## src/rtl/fpu_arbiter.sv

```systemverilog
// rtl/fpu_arbiter.sv - two-port round-robin issue controller sharing one FPU core
// Tags each issued op through a latency-matched delay line and routes results back.
module fpu_arbiter #(
  parameter int FPU_LAT = 4,
  parameter int MAX_OUT = 2
) (
  input  logic        clk,
  input  logic        rst,

  input  logic        req0_valid,
  output logic        req0_ready,
  input  logic [31:0] req0_opa,
  input  logic [31:0] req0_opb,
  input  logic [2:0]  req0_op,
  input  logic [1:0]  req0_rmode,

  input  logic        req1_valid,
  output logic        req1_ready,
  input  logic [31:0] req1_opa,
  input  logic [31:0] req1_opb,
  input  logic [2:0]  req1_op,
  input  logic [1:0]  req1_rmode,

  output logic [31:0] fpu_opa,
  output logic [31:0] fpu_opb,
  output logic [2:0]  fpu_op,
  output logic [1:0]  fpu_rmode,
  input  logic [31:0] fpu_out,
  input  logic [7:0]  fpu_flags,

  output logic        resp0_valid,
  output logic [31:0] resp0_result,
  output logic [7:0]  resp0_flags,

  output logic        resp1_valid,
  output logic [31:0] resp1_result,
  output logic [7:0]  resp1_flags
);

  localparam int CW = $clog2(MAX_OUT + 1);
  localparam logic [CW-1:0] CNT_MAX = CW'(MAX_OUT);
  localparam logic [CW-1:0] CNT_ONE = CW'(1);

  logic [CW-1:0]  cnt0;
  logic [CW-1:0]  cnt1;
  logic           last;
  logic [FPU_LAT:0] dl_valid;
  logic [FPU_LAT:0] dl_tag;

  logic elig0;
  logic elig1;
  logic take0;
  logic take1;
  logic tail_valid;
  logic tail_tag;

  // A response strobe this cycle frees a credit, so it counts toward eligibility now.
  assign elig0 = req0_valid && ((cnt0 < CNT_MAX) || resp0_valid);
  assign elig1 = req1_valid && ((cnt1 < CNT_MAX) || resp1_valid);

  always_comb begin
    req0_ready = 1'b0;
    req1_ready = 1'b0;
    if (!rst) begin
      req0_ready = elig0 && (!elig1 || last);
      req1_ready = elig1 && (!elig0 || !last);
    end
  end

  assign take0      = req0_valid && req0_ready;
  assign take1      = req1_valid && req1_ready;
  assign tail_valid = dl_valid[FPU_LAT];
  assign tail_tag   = dl_tag[FPU_LAT];

  always_ff @(posedge clk) begin
    if (rst) begin
      fpu_opa   <= 32'd0;
      fpu_opb   <= 32'd0;
      fpu_op    <= 3'd0;
      fpu_rmode <= 2'd0;
      last      <= 1'b1;
    end else if (take0) begin
      fpu_opa   <= req0_opa;
      fpu_opb   <= req0_opb;
      fpu_op    <= req0_op;
      fpu_rmode <= req0_rmode;
      last      <= 1'b0;
    end else if (take1) begin
      fpu_opa   <= req1_opa;
      fpu_opb   <= req1_opb;
      fpu_op    <= req1_op;
      fpu_rmode <= req1_rmode;
      last      <= 1'b1;
    end
  end

  // Stage k holds the op whose registered FPU inputs were presented k cycles ago.
  always_ff @(posedge clk) begin
    if (rst) begin
      dl_valid <= '0;
      dl_tag   <= '0;
    end else begin
      dl_valid <= {dl_valid[FPU_LAT-1:0], take0 | take1};
      dl_tag   <= {dl_tag[FPU_LAT-1:0], take1};
    end
  end

  always_ff @(posedge clk) begin
    if (rst) begin
      resp0_valid  <= 1'b0;
      resp0_result <= 32'd0;
      resp0_flags  <= 8'd0;
      resp1_valid  <= 1'b0;
      resp1_result <= 32'd0;
      resp1_flags  <= 8'd0;
    end else begin
      resp0_valid <= tail_valid && !tail_tag;
      resp1_valid <= tail_valid && tail_tag;
      if (tail_valid && !tail_tag) begin
        resp0_result <= fpu_out;
        resp0_flags  <= fpu_flags;
      end
      if (tail_valid && tail_tag) begin
        resp1_result <= fpu_out;
        resp1_flags  <= fpu_flags;
      end
    end
  end

  always_ff @(posedge clk) begin
    if (rst) begin
      cnt0 <= '0;
      cnt1 <= '0;
    end else begin
      case ({take0, resp0_valid})
        2'b10:   cnt0 <= cnt0 + CNT_ONE;
        2'b01:   cnt0 <= cnt0 - CNT_ONE;
        default: cnt0 <= cnt0;
      endcase
      case ({take1, resp1_valid})
        2'b10:   cnt1 <= cnt1 + CNT_ONE;
        2'b01:   cnt1 <= cnt1 - CNT_ONE;
        default: cnt1 <= cnt1;
      endcase
    end
  end

endmodule

```

## config.mk

```make
export PLATFORM = sky130hd
export DESIGN_NAME = fpu_arbiter
export DESIGN_NICKNAME = d
export VERILOG_FILES = /design/src/rtl/fpu_arbiter.sv
export SDC_FILE = /design/constraint.sdc
export NUM_CORES = 1
export LEC_CHECK = 0
export CORE_MARGIN = 2
export CORE_UTILIZATION = 41
export CTS_CLUSTER_SIZE = 24
export DETAILED_ROUTE_END_ITERATION = 8
export GPL_TIMING_DRIVEN = 0
export PLACE_DENSITY = 0.89
export SYNTH_ARGS = -nofsm -noshare
export SYNTH_HDL_FRONTEND = slang
export SYNTH_SLANG_ARGS = --single-unit
```

## constraint.sdc

```tcl
create_clock -name clk -period 2.6 [get_ports clk]
set_clock_uncertainty 0.05 [all_clocks]
set_input_delay 0.52 -clock clk [delete_from_list [all_inputs] [get_ports clk]]
set_output_delay 0.52 -clock clk [all_outputs]
set_load 0.1 [all_outputs]
```

==> reports/results.md <==
| Stage | Parameter | This run |
|---|---|---|
| critical path | Startpoint of the worst register-to-register path | resp1_valid$_SDFF_PP0_ |
| status | Outcome | finished, final reports clean |
| die | Area of the die | 0.0183 mm² |
| timing | Final-report setup violation count | 0 |
| timing | Post-route setup TNS | 0 ns |
| timing | Unrepaired setup endpoints after global routing | no |
| critical path | Flop2flop setup slack | 0.49 ns |
| critical path | Worst Path Buf+Inv | 1 |
| synthesis | Netlist Area Pre-Place | 0.00708 mm² |
| clock network | Num CTS Buffers | 17 |
| critical path | Path type of the worst setup path | flip-flop to primary output |
| timing | Final Cycle Share | 0.979 |
| critical path | Slowest cell on the critical path | sky130_fd_sc_hd__clkdlybuf4s50_1 |
| grt | Wire length of the first global-routing pass | 37.7 mm |
| layout | Filler Cell Count | 1,335 |
| layout | Fin nets | 1,346 |
| routing | Via Count | 7,465 |
| critical path | Number of cell instances on the worst register-to-register path | 8 |
| layout | Count of placed standard cells in the final layout, fillers left out | 1,400 |
| run | Max-Cap Viols | 0 |
| critical path | Critical Path End Type | primary output |
| hold path | Endpoint, Worst Hold | dl_tag[4]$_SDFF_PP0_ |
| die | Standard-cell rows | 48 |
| timing | Count of final max-slew check failures | 0 |
| layout | Antenna diodes | 0 |
| clock network | Clock slew at reported path FFs | 0.07 ns |
| hold path | Path category of the worst min-delay check | flip-flop to flip-flop |
| clock network | Maximum level of the CTS H-tree | 4 |
| timing | Time the worst path needs with I/O delays and setup | 2.55 ns |
| placement | Total placed cells including tap cells | 1,368 |
| grt | GRT Overall Usage | 0.266 |
| die | Core box area | 0.0171 mm² |
| routing | Initial DRC count | 342 |
| critical path | Arrival time worst endpoint | 1.98 ns |
| critical path | Startpoint Class | flip-flop |
| routing | Total DRC errors in the routed layout | 0 |
| critical path | Top fanout value on the critical path | 2 |
| die | Die Span Y | 135 µm |
| routing | Number of search-and-repair iterations in the first detailed-routing pass | 5 |
| synthesis | Cell count after synthesis | 809 |
| placement | Number of I/O port buffers | 334 |
| die | Boundary Pins | 335 |
| timing | Worst slew margin relative to its limit | 0.252 |
| synthesis | Synthesized Nets | 993 |
| placement | Routability congestion estimate from global placement | 0.860 |
| clock network | Cell at the root of the clock tree | sky130_fd_sc_hd__clkbuf_16 |
| power and ir drop | Ratio of total power to cell area | 624 mW/mm² |
| power and ir drop | Static leakage | 0.00383 µW |
| die | Initial Util | 0.415 |
| timing | Transition time at the pin with the least slew margin | 1.13 ns |
| layout | Layout Utilization | 0.666 |
| clock network | Post-CTS Hold Buffers | 0 |
| synthesis | Total number of yosys warnings | 0 |
| clock network | Clock tree from TritonCTS | built |
| timing | Number of hold violations in the final report | 0 |
| synthesis | Synthesized area per cell | 8.75 µm² |
| synthesis | Flop and latch count out of synthesis | 166 |
| layout | Fraction of final layout cells sized beyond drive strength 1 | 0.114 |
| layout | Multi-input gate area | 0.00341 mm² |
| grt | Congestion Overflow GR | 0 |
| clock network | Source-to-sink clock delay at the later pin of the worst-skew pair | 0.42 ns |
| synthesis | Sequential cell area fraction in the yosys report | 0.470 |
| grt | Initial antenna violation count | 2 |
| routing | Antenna viol nets, final | 0 |
| critical path | Cell chain of the critical path | clkdlybuf4s50_1 |
| grt | Vias in the first global route | 7,270 |
| routing | Final routed wire length divided by cell count | 17.9 µm |
| placement | Placed wire-length estimate after detailed placement | 18.9 mm |
| critical path | Kind of cell adding the most delay to the critical path | buffers and inverters |
| grt | Pin count of the biggest net entering global routing | 19 |
| clock network | Deepest clock path buffer count | 2 |
| critical path | R2R Path End | cnt0[1]$_SDFFE_PP0P_ |
| die | Die outline width | 135 µm |
| timing | Maximum clock rate | 393 MHz |
| power and ir drop | Total power after layout | 7080 µW |
| clock network | Num Clock Sinks | 166 |
| critical path | CP Data Required Time | 2.03 ns |
| hold path | Min-Delay Path Depth | 1 |
| power and ir drop | Peak VDD IR | 434 µV |
| critical path | Slowest Stage Delay on Critical Path | 1.20 ns |
| layout | Layout overhead on the synthesized area | 60.6% |
| synthesis | Library cells used by synthesis | 30 |
| routing | Total wirelength of the detailed-routed design | 25.0 mm |
| layout | Storage cell area | 0.00333 mm² |
| routing | Routed via count divided by cell count | 5.33 |
| hold path | Hold Crit Start | dl_tag[3]$_SDFF_PP0_ |
-- Yosys cell counts --
cell type                  instances  share of area
sky130_fd_sc_hd__inv_1             1        0.00053
sky130_fd_sc_hd__a31oi_2          69           0.12
sky130_fd_sc_hd__nor2b_1          10         0.0088
sky130_fd_sc_hd__ha_1              2         0.0035
sky130_fd_sc_hd__and2_1            1        0.00088
sky130_fd_sc_hd__clkbuf_1         57          0.030
sky130_fd_sc_hd__buf_6             8          0.013
sky130_fd_sc_hd__nand2_1         162          0.086
sky130_fd_sc_hd__nor2_1            5         0.0027
sky130_fd_sc_hd__buf_2             9         0.0064
sky130_fd_sc_hd__o21ai_0          68          0.048
sky130_fd_sc_hd__xor2_1            2         0.0025
sky130_fd_sc_hd__nand2b_1          2         0.0018
sky130_fd_sc_hd__nand3_1          69          0.049
sky130_fd_sc_hd__inv_2             1        0.00053
sky130_fd_sc_hd__a22o_1            1         0.0012
sky130_fd_sc_hd__buf_1             7         0.0037
sky130_fd_sc_hd__buf_4             1         0.0011
sky130_fd_sc_hd__and3b_1           2         0.0025
sky130_fd_sc_hd__a311oi_1          2         0.0025
sky130_fd_sc_hd__o21bai_1         69          0.073
sky130_fd_sc_hd__a31oi_1           1        0.00088
sky130_fd_sc_hd__o21ai_1           3         0.0021
sky130_fd_sc_hd__or3_1             2         0.0018
sky130_fd_sc_hd__a21oi_1          83          0.059
sky130_fd_sc_hd__nand2b_4          1         0.0019
sky130_fd_sc_hd__dfxtp_1         166           0.47
sky130_fd_sc_hd__xnor2_1           2         0.0025
sky130_fd_sc_hd__nand3b_1          2         0.0021
sky130_fd_sc_hd__or2_1             1        0.00088
-- power breakdown --
part | internal [µW] | switching (µW)
Combinational | 614 | 1270
Clock | 1290 | 1190
Sequential | 2660 | 65.8
Total | 4560 | 2520
-- layout by cell type (no fill, tap or decap), drive strengths merged, types with 3 or more instances in the layout --
master and instances:
o21bai 69, clkinv 4, nand2 162, nor2b 10, a21oi 83, clkbuf 73, dfxtp 166, nand2b 3
clkdlybuf4s50 329, buf 28, nand3 69, inv 11, a31oi 70, o21ai 71, nor2 5
-- worst max path at each step --
stage | start | end | slack (ns) | cells past startpoint
5_1_grt | fpu_opb[30]$_SDFFE_PP0P_ | fpu_opb[30] | 0.02 | 1
6_report | fpu_op[1]$_SDFFE_PP0P_ | fpu_op[1] | 0.05 | 1
2_1_floorplan | rst | cnt1[1]$_SDFFE_PP0P_ | -0.11 | 7
4_1_cts | resp1_result[8]$_SDFFE_PP0P_ | resp1_result[8] | 0.04 | 1
3_5_place_dp | rst | req0_ready | -1.39 | 5
3_3_place_gp | rst | req0_ready | -1.39 | 5
-- routing by layer --
metal  part of all wire  vias to the layer above  global-route usage  wire (µm)
li1                   -                     3543                   -          -
met4              0.037                        0               0.119        930
met3              0.089                       69              0.0816       2230
met5                  0                        -                   0          0
met2               0.51                      338               0.481      12700
met1               0.37                     3515               0.283       9210
-- layout make-up --
type / instances / share of cell area
well taps: 225 / 0.0248
clock inverters: 15 / 0.0138
repair buffers: 335 / 0.295
flip-flops and latches: 166 / 0.293
plain buffers: 81 / 0.0349
inverters: 2 / 0.000661
clock buffers: 17 / 0.0374
multi-input cells: 559 / 0.300
-- what timing repair did --
action,4_1_cts,5_1_grt
resized for setup,17,1
hold endpoints to repair,0,0
setup buffers,1,0
cloned,0,0
setup endpoints to repair,4,1
-- state kept, by name, indices dropped and copies added (netlist names) --
signal / flops
fpu_opa: 32
last: 1
dl_valid: 5
resp0_flags: 8
fpu_opb: 32
resp1_valid: 1
resp1_flags: 8
cnt0: 2
resp0_valid: 1
resp0_result: 32
cnt1: 2
fpu_op: 3
dl_tag: 5
fpu_rmode: 2
resp1_result: 32
-- stage by stage --
step / cell area (µm²) / hold WS, ns / setup slack (ns)
after CTS: 11400 / 0.390 / 0.0355
final: 11400 / 0.387 / 0.0549
after global routing: 11400 / 0.402 / 0.0169
after detailed placement: 10800 / 0.374 / -1.39
after global placement: 10800 / 0.368 / -1.39
after floorplan: 7150 / 0.364 / -0.112
-- logic make-up (layout without fill, tap and decap cells) --
logic type      Yosys count  count (layout)  share of synthesized area
buf+inv                  84             450                     0.0552
flops                   166             166                      0.470
fa+ha+maj                 2               2                    0.00354
compound gates          296             296                      0.309
simple gates            257             257                      0.158
xor+xnor                  4               4                    0.00495
Power figures use the tool's default switching activity.
